## src/rtl/fdiv_ctrl.sv

```systemverilog
// rtl/fdiv_ctrl.sv - IEEE-754 single divide controller around an iterative mantissa divider
// Optional feature macro: FDIV_EXC_FLAGS_EN adds the registered exc_flags {NV,DZ,OF,UF,NX} output.
module fdiv_ctrl #(
  parameter int DRAIN_CYC = 3
) (
  input  logic        clk,
  input  logic        rst,
  input  logic        in_valid,
  output logic        in_ready,
  input  logic [31:0] in_a,
  input  logic [31:0] in_b,
  output logic        out_valid,
  input  logic        out_ready,
  output logic [31:0] out_q,
  output logic [23:0] div_a,
  output logic [23:0] div_b,
  output logic        div_fdiv,
  output logic        div_en,
  input  logic        div_busy,
  input  logic [31:0] div_q
`ifdef FDIV_EXC_FLAGS_EN
  ,
  output logic [4:0]  exc_flags
`endif
);

  typedef enum logic [2:0] {S_IDLE, S_ISSUE, S_WAIT, S_DRAIN, S_PACK, S_DONE} state_t;

  // The busy-low WAIT cycle already counts as the first drain cycle.
  localparam logic [7:0] DRAIN_LAST = 8'(DRAIN_CYC - 1);

  state_t      state, state_nx;
  logic        sign_r, spec_r, sp_nv_r, sp_dz_r, sp_ainf_r, first_r;
  logic [7:0]  ea_r, eb_r, cnt_r;
  logic [31:0] q_r;

  logic        a_zero, a_inf, a_nan, b_zero, b_inf, b_nan;
  logic        cls_special, cls_nv, cls_dz, accept, to_pack;
  logic [9:0]  e_base, e_norm, e_fin;
  logic        hi, grd, stk, rnd_up, of, uf;
  logic [22:0] frac;
  logic [23:0] rnd;
  logic [31:0] norm_q, sp_q;

  // Operand classification; denormals (exponent 0) are treated as zero.
  always_comb begin
    a_zero      = (in_a[30:23] == 8'h00);
    a_inf       = (in_a[30:23] == 8'hFF) && (in_a[22:0] == 23'd0);
    a_nan       = (in_a[30:23] == 8'hFF) && (in_a[22:0] != 23'd0);
    b_zero      = (in_b[30:23] == 8'h00);
    b_inf       = (in_b[30:23] == 8'hFF) && (in_b[22:0] == 23'd0);
    b_nan       = (in_b[30:23] == 8'hFF) && (in_b[22:0] != 23'd0);
    cls_special = a_zero | a_inf | a_nan | b_zero | b_inf | b_nan;
    cls_nv      = a_nan | b_nan | (a_zero & b_zero) | (a_inf & b_inf);
    cls_dz      = b_zero & ~a_zero & ~a_inf & ~a_nan;
  end

  // State register
  always_ff @(posedge clk) begin
    if (rst) state <= S_IDLE;
    else     state <= state_nx;
  end

  // Next-state and handshake/divider control outputs
  always_comb begin
    state_nx  = state;
    in_ready  = 1'b0;
    div_fdiv  = 1'b0;
    div_en    = 1'b0;
    out_valid = 1'b0;
    unique case (state)
      S_IDLE: begin
        // A divider still busy from a discarded op must finish before a new issue.
        in_ready = ~div_busy;
        if (in_valid && !div_busy) state_nx = cls_special ? S_PACK : S_ISSUE;
      end
      S_ISSUE: begin
        div_fdiv = 1'b1;
        state_nx = S_WAIT;
      end
      S_WAIT: begin
        div_en = 1'b1;
        // Busy is registered in the divider, so the first WAIT cycle is ignored.
        if (!first_r && !div_busy) state_nx = (DRAIN_LAST == 8'd0) ? S_PACK : S_DRAIN;
      end
      S_DRAIN: begin
        div_en = 1'b1;
        if (cnt_r >= DRAIN_LAST) state_nx = S_PACK;
      end
      S_PACK: state_nx = S_DONE;
      S_DONE: begin
        out_valid = 1'b1;
        if (out_ready) state_nx = S_IDLE;
      end
      default: state_nx = S_IDLE;
    endcase
  end

  assign accept  = (state == S_IDLE) && in_valid && in_ready;
  assign to_pack = ((state == S_WAIT) || (state == S_DRAIN)) && (state_nx == S_PACK);

  // Normalize, round-to-nearest-even and range-check the divider quotient
  always_comb begin
    e_base = {2'b00, ea_r} - {2'b00, eb_r} + 10'd127;
    hi     = q_r[31] | q_r[30];
    if (hi) begin
      frac   = q_r[29:7];
      grd    = q_r[6];
      stk    = |q_r[5:0];
      e_norm = e_base;
    end else begin
      frac   = q_r[28:6];
      grd    = q_r[5];
      stk    = |q_r[4:0];
      e_norm = e_base - 10'd1;
    end
    rnd_up = grd & (stk | frac[0]);
    rnd    = {1'b0, frac} + {23'd0, rnd_up};
    e_fin  = e_norm + {9'd0, rnd[23]};
    of     = ~e_fin[9] && (e_fin[8:0] >= 9'd255);
    uf     = e_fin[9] || (e_fin == 10'd0);
    if (of)      norm_q = {sign_r, 8'hFF, 23'd0};
    else if (uf) norm_q = {sign_r, 31'd0};
    else         norm_q = {sign_r, e_fin[7:0], rnd[22:0]};
    if (sp_nv_r)                  sp_q = 32'h7FC00000;
    else if (sp_dz_r | sp_ainf_r) sp_q = {sign_r, 8'hFF, 23'd0};
    else                          sp_q = {sign_r, 31'd0};
  end

  // Operand capture, drain counting, quotient capture and result register
  always_ff @(posedge clk) begin
    if (rst) begin
      sign_r    <= 1'b0;
      spec_r    <= 1'b0;
      sp_nv_r   <= 1'b0;
      sp_dz_r   <= 1'b0;
      sp_ainf_r <= 1'b0;
      first_r   <= 1'b0;
      ea_r      <= 8'd0;
      eb_r      <= 8'd0;
      cnt_r     <= 8'd0;
      q_r       <= 32'd0;
      div_a     <= 24'd0;
      div_b     <= 24'd0;
      out_q     <= 32'd0;
    end else begin
      first_r <= (state == S_ISSUE);
      if (accept) begin
        sign_r    <= in_a[31] ^ in_b[31];
        ea_r      <= in_a[30:23];
        eb_r      <= in_b[30:23];
        div_a     <= {1'b1, in_a[22:0]};
        div_b     <= {1'b1, in_b[22:0]};
        spec_r    <= cls_special;
        sp_nv_r   <= cls_nv;
        sp_dz_r   <= cls_dz;
        sp_ainf_r <= a_inf;
      end
      if (state == S_WAIT)       cnt_r <= 8'd1;
      else if (state == S_DRAIN) cnt_r <= cnt_r + 8'd1;
      if (to_pack) q_r <= div_q;
      if (state == S_PACK) out_q <= spec_r ? sp_q : norm_q;
    end
  end

`ifdef FDIV_EXC_FLAGS_EN
  // Flags are captured together with out_q so they share its valid window
  always_ff @(posedge clk) begin
    if (rst) exc_flags <= 5'd0;
    else if (state == S_PACK)
      exc_flags <= spec_r ? {sp_nv_r, sp_dz_r, 3'b000}
                          : {2'b00, of, uf, of | uf | grd | stk};
  end
`endif

endmodule
```

## config.mk

```make
export PLATFORM = sky130hd
export DESIGN_NAME = fdiv_ctrl
export DESIGN_NICKNAME = d
export VERILOG_FILES = /design/src/rtl/fdiv_ctrl.sv
export SDC_FILE = /design/constraint.sdc
export NUM_CORES = 1
export LEC_CHECK = 0
export BUFFER_PORTS_ARGS = -buffer_cell sky130_fd_sc_hd__buf_2
export CORE_AREA = 2 2 159 161
export CTS_CLUSTER_DIAMETER = 40
export DETAILED_ROUTE_END_ITERATION = 10
export DIE_AREA = 0 0 161 163
export GPL_ROUTABILITY_DRIVEN = 0
export HOLD_SLACK_MARGIN = 0.03
export PLACE_DENSITY_LB_ADDON = 0.2
export SLEW_MARGIN = 20
export SYNTH_ARGS = -nofsm -noshare
export SYNTH_HDL_FRONTEND = slang
export SYNTH_SLANG_ARGS = --single-unit
export TNS_END_PERCENT = 20
```

## constraint.sdc

```tcl
create_clock -name clk -period 10.1 [get_ports clk]
set_input_delay 1.515 -clock clk [delete_from_list [all_inputs] [get_ports clk]]
set_output_delay 1.515 -clock clk [all_outputs]
set_load 0.01 [all_outputs]
```

-- After elaboration in Yosys (flattened, before gate mapping)
Index checks and enable logic that the tools add are counted.
- bits in registers: 145
- bits of input ports: 101
- equality and inequality tests: 8
- reduce and logical (&&, ||, !) cells: 27
- muxes and demuxes: 21
- bitwise gates (word level): 23
- $add $sub $neg: 6
- $lt $le $gt $ge: 2
- operator list (kind ; number):
    31-bit 2-to-1 mux ; 3
    32-bit 2-to-1 mux ; 2
    23-bit logical NOT ; 2
    23-bit nonzero test ; 2
    23-bit by 1-bit adder with 24-bit output ; 1
    23-bit 2-to-1 mux ; 1
    3-bit one-hot mux with 6 select lines ; 1
    8-bit == test, second input constant ; 2
    8-bit logical NOT ; 2
    3-bit 2-to-1 mux ; 5
    1-bit bitwise OR ; 11
    10-bit by 1-bit adder with 10-bit output ; 1
    9-bit by 8-bit adder with 10-bit output, second input constant ; 1
    1-bit logical AND ; 10
    10-bit logical NOT ; 1
    10-bit 2-to-1 mux ; 1
    10-bit by 1-bit subtractor with 10-bit output, second input constant ; 1
    3-bit == test, second input constant ; 3
    9-bit by 8-bit >= comparator with 1-bit output, second input constant ; 1
    8-bit by 8-bit subtractor with 9-bit output ; 1
    8-bit by 1-bit adder with 8-bit output, second input constant ; 1
    8-bit by 2-bit >= comparator with 1-bit output, second input constant ; 1
    1-bit 2-to-1 mux ; 8
    1-bit AND ; 6
    11 further kinds ; 19

-- Logic depth before layout (Yosys ltp)
- depth in word-level cells: 12
- depth in mapped cells: 20
- mapped depth without buffers: 17

-- Worst setup path after synthesis
OpenSTA, ideal clock, no wires.
- path type: reg-to-reg
- start point: register q_r[31]
- end point: register out_q[7]
- cell stages (with the launch flop): 20
- data required time: 9983 ps
- clock period less this slack: 4255 ps
- path buffers: 2
- setup time: 117 ps
- data arrival time: 4138 ps
- slack: 5845 ps
- cell sequence: dfxtp_1 -> buf_2 -> nor2_1 -> nand2_1 -> a2111oi_1 -> and3_1 -> and4_1 -> nand3_1 -> nor2_1 -> ha_1 -> ha_1 -> and3b_1 -> xnor3_1 -> or4_1 -> a21oi_1 -> a31o_2 -> and2_1 -> a311oi_4 -> buf_6 -> a22o_1
- word-level cells in the longest chain between the ends: 11
- elaborated cells between the ends (all ways): 17
- RTL lines (item ; line ; RTL):
    start, declared ; 35 ; logic [31:0] q_r;
    start signal, assigned ; 161 ; if (to_pack) q_r <= div_q;
    1-bit bitwise OR * ; 105 ; hi = q_r[31] | q_r[30];
    parallel branches: the longest is 8 deep, another holds 23-bit by 1-bit adder with 24-bit output ; - ;
    31-bit 2-to-1 mux * ; 122 ; if (of) norm_q = {sign_r, 8'hFF, 23'd0};
    32-bit 2-to-1 mux * ; 162 ; if (state == S_PACK) out_q <= spec_r ? sp_q : norm_q;
    end signal, assigned ; 162 ;
    end, declared ; 14 ; output logic [31:0] out_q,
Mark *: on every way between the ends.
A chain may end at the register's enable or synchronous reset.

-- Worst setup path after layout
- start point: register q_r[31]
- end point: register out_q[16]
The elaborated chain is that of the path after synthesis.

==> reports/results.md <==
| Step | Quantity | This run |
|:---|:---|:---|
| global routing | Antenna violations before repair | 1 |
| worst hold path | Worst min-delay path class | register to register |
| synth | Top cells by area, synth | dfxtp_1, nand2_1, a21oi_1 |
| place | Placed instance area | 0.008471 mm^2 |
| sta | Worst clock skew | 15.19 ps |
| clock tree | TritonCTS clock tree | yes |
| worst setup path | Kind of critical path | register to register |
| clock tree | Sinks on the clock net | 144 |
| global routing | Grt total ovfl | 0 |
| power | Power per Cell Area | 170.9 mW/mm^2 |
| clock tree | Post-cts gate resize count | 0 |
| clock tree | Clock Latency Late Sink | 430 ps |
| power | Portion of total power attributed to the clock network | 40.9% |
| route | 1st-pass router iterations | 4 |
| synth | Number of storage elements in the synthesis netlist | 144 |
| route | Post-detailed-route via-to-cell ratio | 4.837 |
| sta | Max_slew headroom | 39.82% |
| final layout | Most frequent standard cell in the layout excluding fill and tap cells | nand2_1 |
| clock tree | Root cell of the clock tree | clkbuf_16 |
| worst setup path | Endpoint class of the critical path | register |
| sta | Maximum frequency from static timing analysis | 184.1 MHz |
| route | Average wire per cell in the routed design | 14.79 um |
| die | Number of top-level pins | 185 |
| final layout | Antenna diode instance count | 0 |
| sta | Smallest setup slack after layout | 4667 ps |
| sta | Minimum clock period | 5433 ps |
| die | Chip Width | 161 um |
| worst setup path | Worst EP required | 10460 ps |
| power | Leakage | 3.689 nW |
| final layout | Post-layout util | 36.72% |
| worst setup path | Most frequent cell on the critical path | nand2_1 |
| worst setup path | Cells along the critical path | or2_2 > nand2_1 > a2111oi_1 > and3_1 > and4_1 > nand3_1 > nor2_1 > ha_1 > and2_1 > nand2_1 > nor2_2 > a2bb2oi_1 > a221o_1 > or3_4 > a311oi_4 > a32o_1 |
| synth | Synthesized netlist net count | 1056 |
| sta | Slew Limit Fails | 0 |
| synth | Fraction of registers with async set or reset after synthesis | 0% |
| sta | Worst-margin pin slew | 902.6 ps |
| sta | Post-route clock period utilization | 53.79% |
| die | Cell Rows | 58 |
| place | Half-perimeter wire length after placement | 15730 um |
| synth | Top cell type's share of synthesized area | 39.49% |
| sta | Number of failing setup endpoints in the final timing report | 0 |
| synth | Predominant post-synthesis flop cell | dfxtp_1 |
| route | Number of nets with antenna violations after detailed routing | 0 |
| synth | Sequential share of the synthesized area | 39.49% |
| place | Pre-CTS worst setup slack | 4659 ps |
| final layout | Highest-count cells in the layout ignoring fill and taps | nand2_1, buf_2, dfxtp_1 |
| power | Int Power | 1.069 mW |
| final layout | Area overhead of the layout relative to synthesis | 24.13% |
| worst setup path | Crit path max fanout | 30 |
| worst setup path | Cell family with the largest share of critical-path delay | simple AND/OR/NAND/NOR gates |
| synth | Gate count of the mapped netlist | 939 |
| worst setup path | CP startpoint kind | register |
| final layout | Post-route design area | 0.009061 mm^2 |
| route | Wire length after detailed routing | 21280 um |
| power | IR Drop Worst-Case VDD | 0.00009677 V |
| final layout | Number of nets in the layout | 1213 |
| worst setup path | Largest stage delay, worst path | 750 ps |
| sta | Total negative setup slack | 0 ps |
| global routing | All-Layer GR Usage | 16.16% |
| power | Part of the total power dissipated in sequential elements | 38.3% |
| run | Max-cap violations | 0 |
| synth | Dominant cell type by area after synthesis | dfxtp_1 |
| outcome | Outcome | complete, no violations |
| clock tree | H-tree lvl count | 4 |
| synth | Number of warnings printed during yosys synthesis | 0 |
| place | Port-buffer cells | 184 |
| synth | Count of flip-flops with a built-in enable after synthesis | 0 |
| power | Sw power | 0.4799 mW |
| die | Core ar. | 0.02467 mm^2 |
| synth | Distinct cells, synth | 78 |
| global routing | Number of global-route vias before repair | 6574 |
| worst setup path | Max stage delay cell, worst path | a311oi_4 |
| die | Initial Utilization | 29.58% |
| synth | Avg Inst Size Synth | 7.774 um^2 |
| clock tree | Clock-pin slew reported for the worst setup and hold paths after clock tree synthesis | 60 ps |
| clock tree | Buffers inserted by post-CTS timing repair | 0 |
| power | Total power of the final layout | 1.549 mW |
| route | Number of DRC violations after detailed-routing iteration 0 | 354 |
| worst setup path | Arrival time reported for the critical path endpoint | 5800 ps |
| global routing | Wire length of the first global-routing pass | 33980 um |
| clock tree | Number of buffers added to fix hold violations after cts | 0 |
| route | Post-route DRC violation count | 0 |
| die | Die height | 163 um |
| sta | Unrepaired setup endpoints after global routing | false |
| route | Via count | 6961 |
| worst setup path | Count of buffer and inverter cells on the critical path | 0 |
| global routing | Pin count of the biggest net entering global routing | 78 |
| power | Net Sw Frac | 30.99% |
| synth | Total standard cell area after synthesis | 0.007300 mm^2 |
| sta | Number of hold-slack violations in the final timing report | 0 |
| clock tree | Worst-case clock buffer depth | 2 |
| die | Overall die area | 0.02624 mm^2 |
| clock tree | Number of buffers added by the clock tree synthesis step | 17 |
| final layout | Layout cell share with drive strength beyond 1 | 23.53% |
| power | Comb power frac | 20.7% |
==> cell families after synthesis <==
| group | share of synthesized area, % |
|---|---|
| buffers and inverters | 4.062 |
| flip-flops | 39.49 |
| AO/OA/AOI/OAI | 21.72 |
| adder cells (fa/ha/maj) | 2.845 |
| AND/OR/NAND/NOR | 25.64 |
| XOR/XNOR | 5.759 |
| multiplexers | 0.4799 |
==> layout make-up <==
type                    count  area, um^2
clock buffers              18       439.2
clock inverters            14       150.1
flip-flops and latches    144        2883
fillers                  2629       15610
multi-input cells         722        4125
inverters                  20       75.07
well taps                 330       412.9
repair buffers            191       975.9
==> Yosys cell counts, types with 2 or more instances <==
master and number:
and3_1 7, and4_1 4, xnor2_2 3, xor2_1 13, a31o_2 2, clkbuf_1 47, nand4_1 13, nor3_1 14
ha_1 15, mux2i_1 2, xor2_2 2, nor2_1 60, o21ai_0 17, xnor2_1 20, and2_1 10, a21boi_0 6
a211oi_1 16, a31oi_1 7, nor4_1 18, or4_1 5, nor3b_1 3, o211ai_1 4, or3b_2 3, dfxtp_1 144
o21a_1 3, a21oi_2 4, nor2b_1 4, or2_2 2, nand2_1 258, nand3_1 8, nand2b_1 3, a21oi_1 121
a22o_1 20, o21bai_1 2, o21ai_1 4, buf_2 3, a21o_1 7, nor2_2 2, inv_1 20, buf_6 2
o22ai_1 4
==> metal layers <==
metal  track usage, %  up-vias  wire length [um]
met5                0        -                13
met4            3.856        2               151
met3            5.195       13              1572
met2            26.10      196              9497
met1            21.01     3170             10050
li1                 -     3580                 -
==> per-stage QoR <==
| step | hold slack, ps | std cells |
|---|---|---|
| after floorplan | 430.8 | 939 |
| after global placement | 438.7 | 1407 |
| after detailed placement | 443.0 | 1407 |
| after CTS | 452.2 | 1439 |
| after global routing | 470.6 | 1439 |
| final | 450.3 | 1439 |
==> registers in the layout, indices dropped and copies added (netlist names) <==
register	cells
cnt_r	8
div_a	24
div_b	23
ea_r	8
eb_r	8
first_r	1
out_q	32
q_r	32
sign_r	1
sp_ainf_r	1
sp_dz_r	1
sp_nv_r	1
spec_r	1
state	3
==> tightest hold or removal path, delay by kind of cell (launching register included) <==
family	cells	cell delay, ps
DFF	1	310
and+or+nand+nor	1	50
AOI/OAI and AO/OA	1	50
==> power groups by stage <==
| stage | Sequential [mW] | Combinational (mW) | Clock, mW |
|---|---|---|---|
| 5_1_grt | 0.596 | 0.354 | 0.675 |
| 3_3_place_gp | 0.606 | 0.322 | 0 |
| 3_5_place_dp | 0.606 | 0.321 | 0 |
| 2_1_floorplan | 0.608 | 0.234 | 0 |
| 4_1_cts | 0.594 | 0.323 | 0.650 |
| 6_report | 0.594 | 0.321 | 0.634 |
==> worst paths after layout <==
path / startpoint / to / slack [ps] / depth (start not counted)
setup reg to reg: q_r[31]$_SDFFE_PP0P_ / out_q[16]$_SDFFE_PP0N_ / 4670 / 16
hold / removal: div_b[12]$_SDFFE_PP0P_ / div_b[12]$_SDFFE_PP0P_ / 450 / 2
setup / recovery: q_r[31]$_SDFFE_PP0P_ / out_q[16]$_SDFFE_PP0N_ / 4670 / 16
hold reg to reg: div_b[12]$_SDFFE_PP0P_ / div_b[12]$_SDFFE_PP0P_ / 450 / 2
Power figures use the tool's default switching activity.
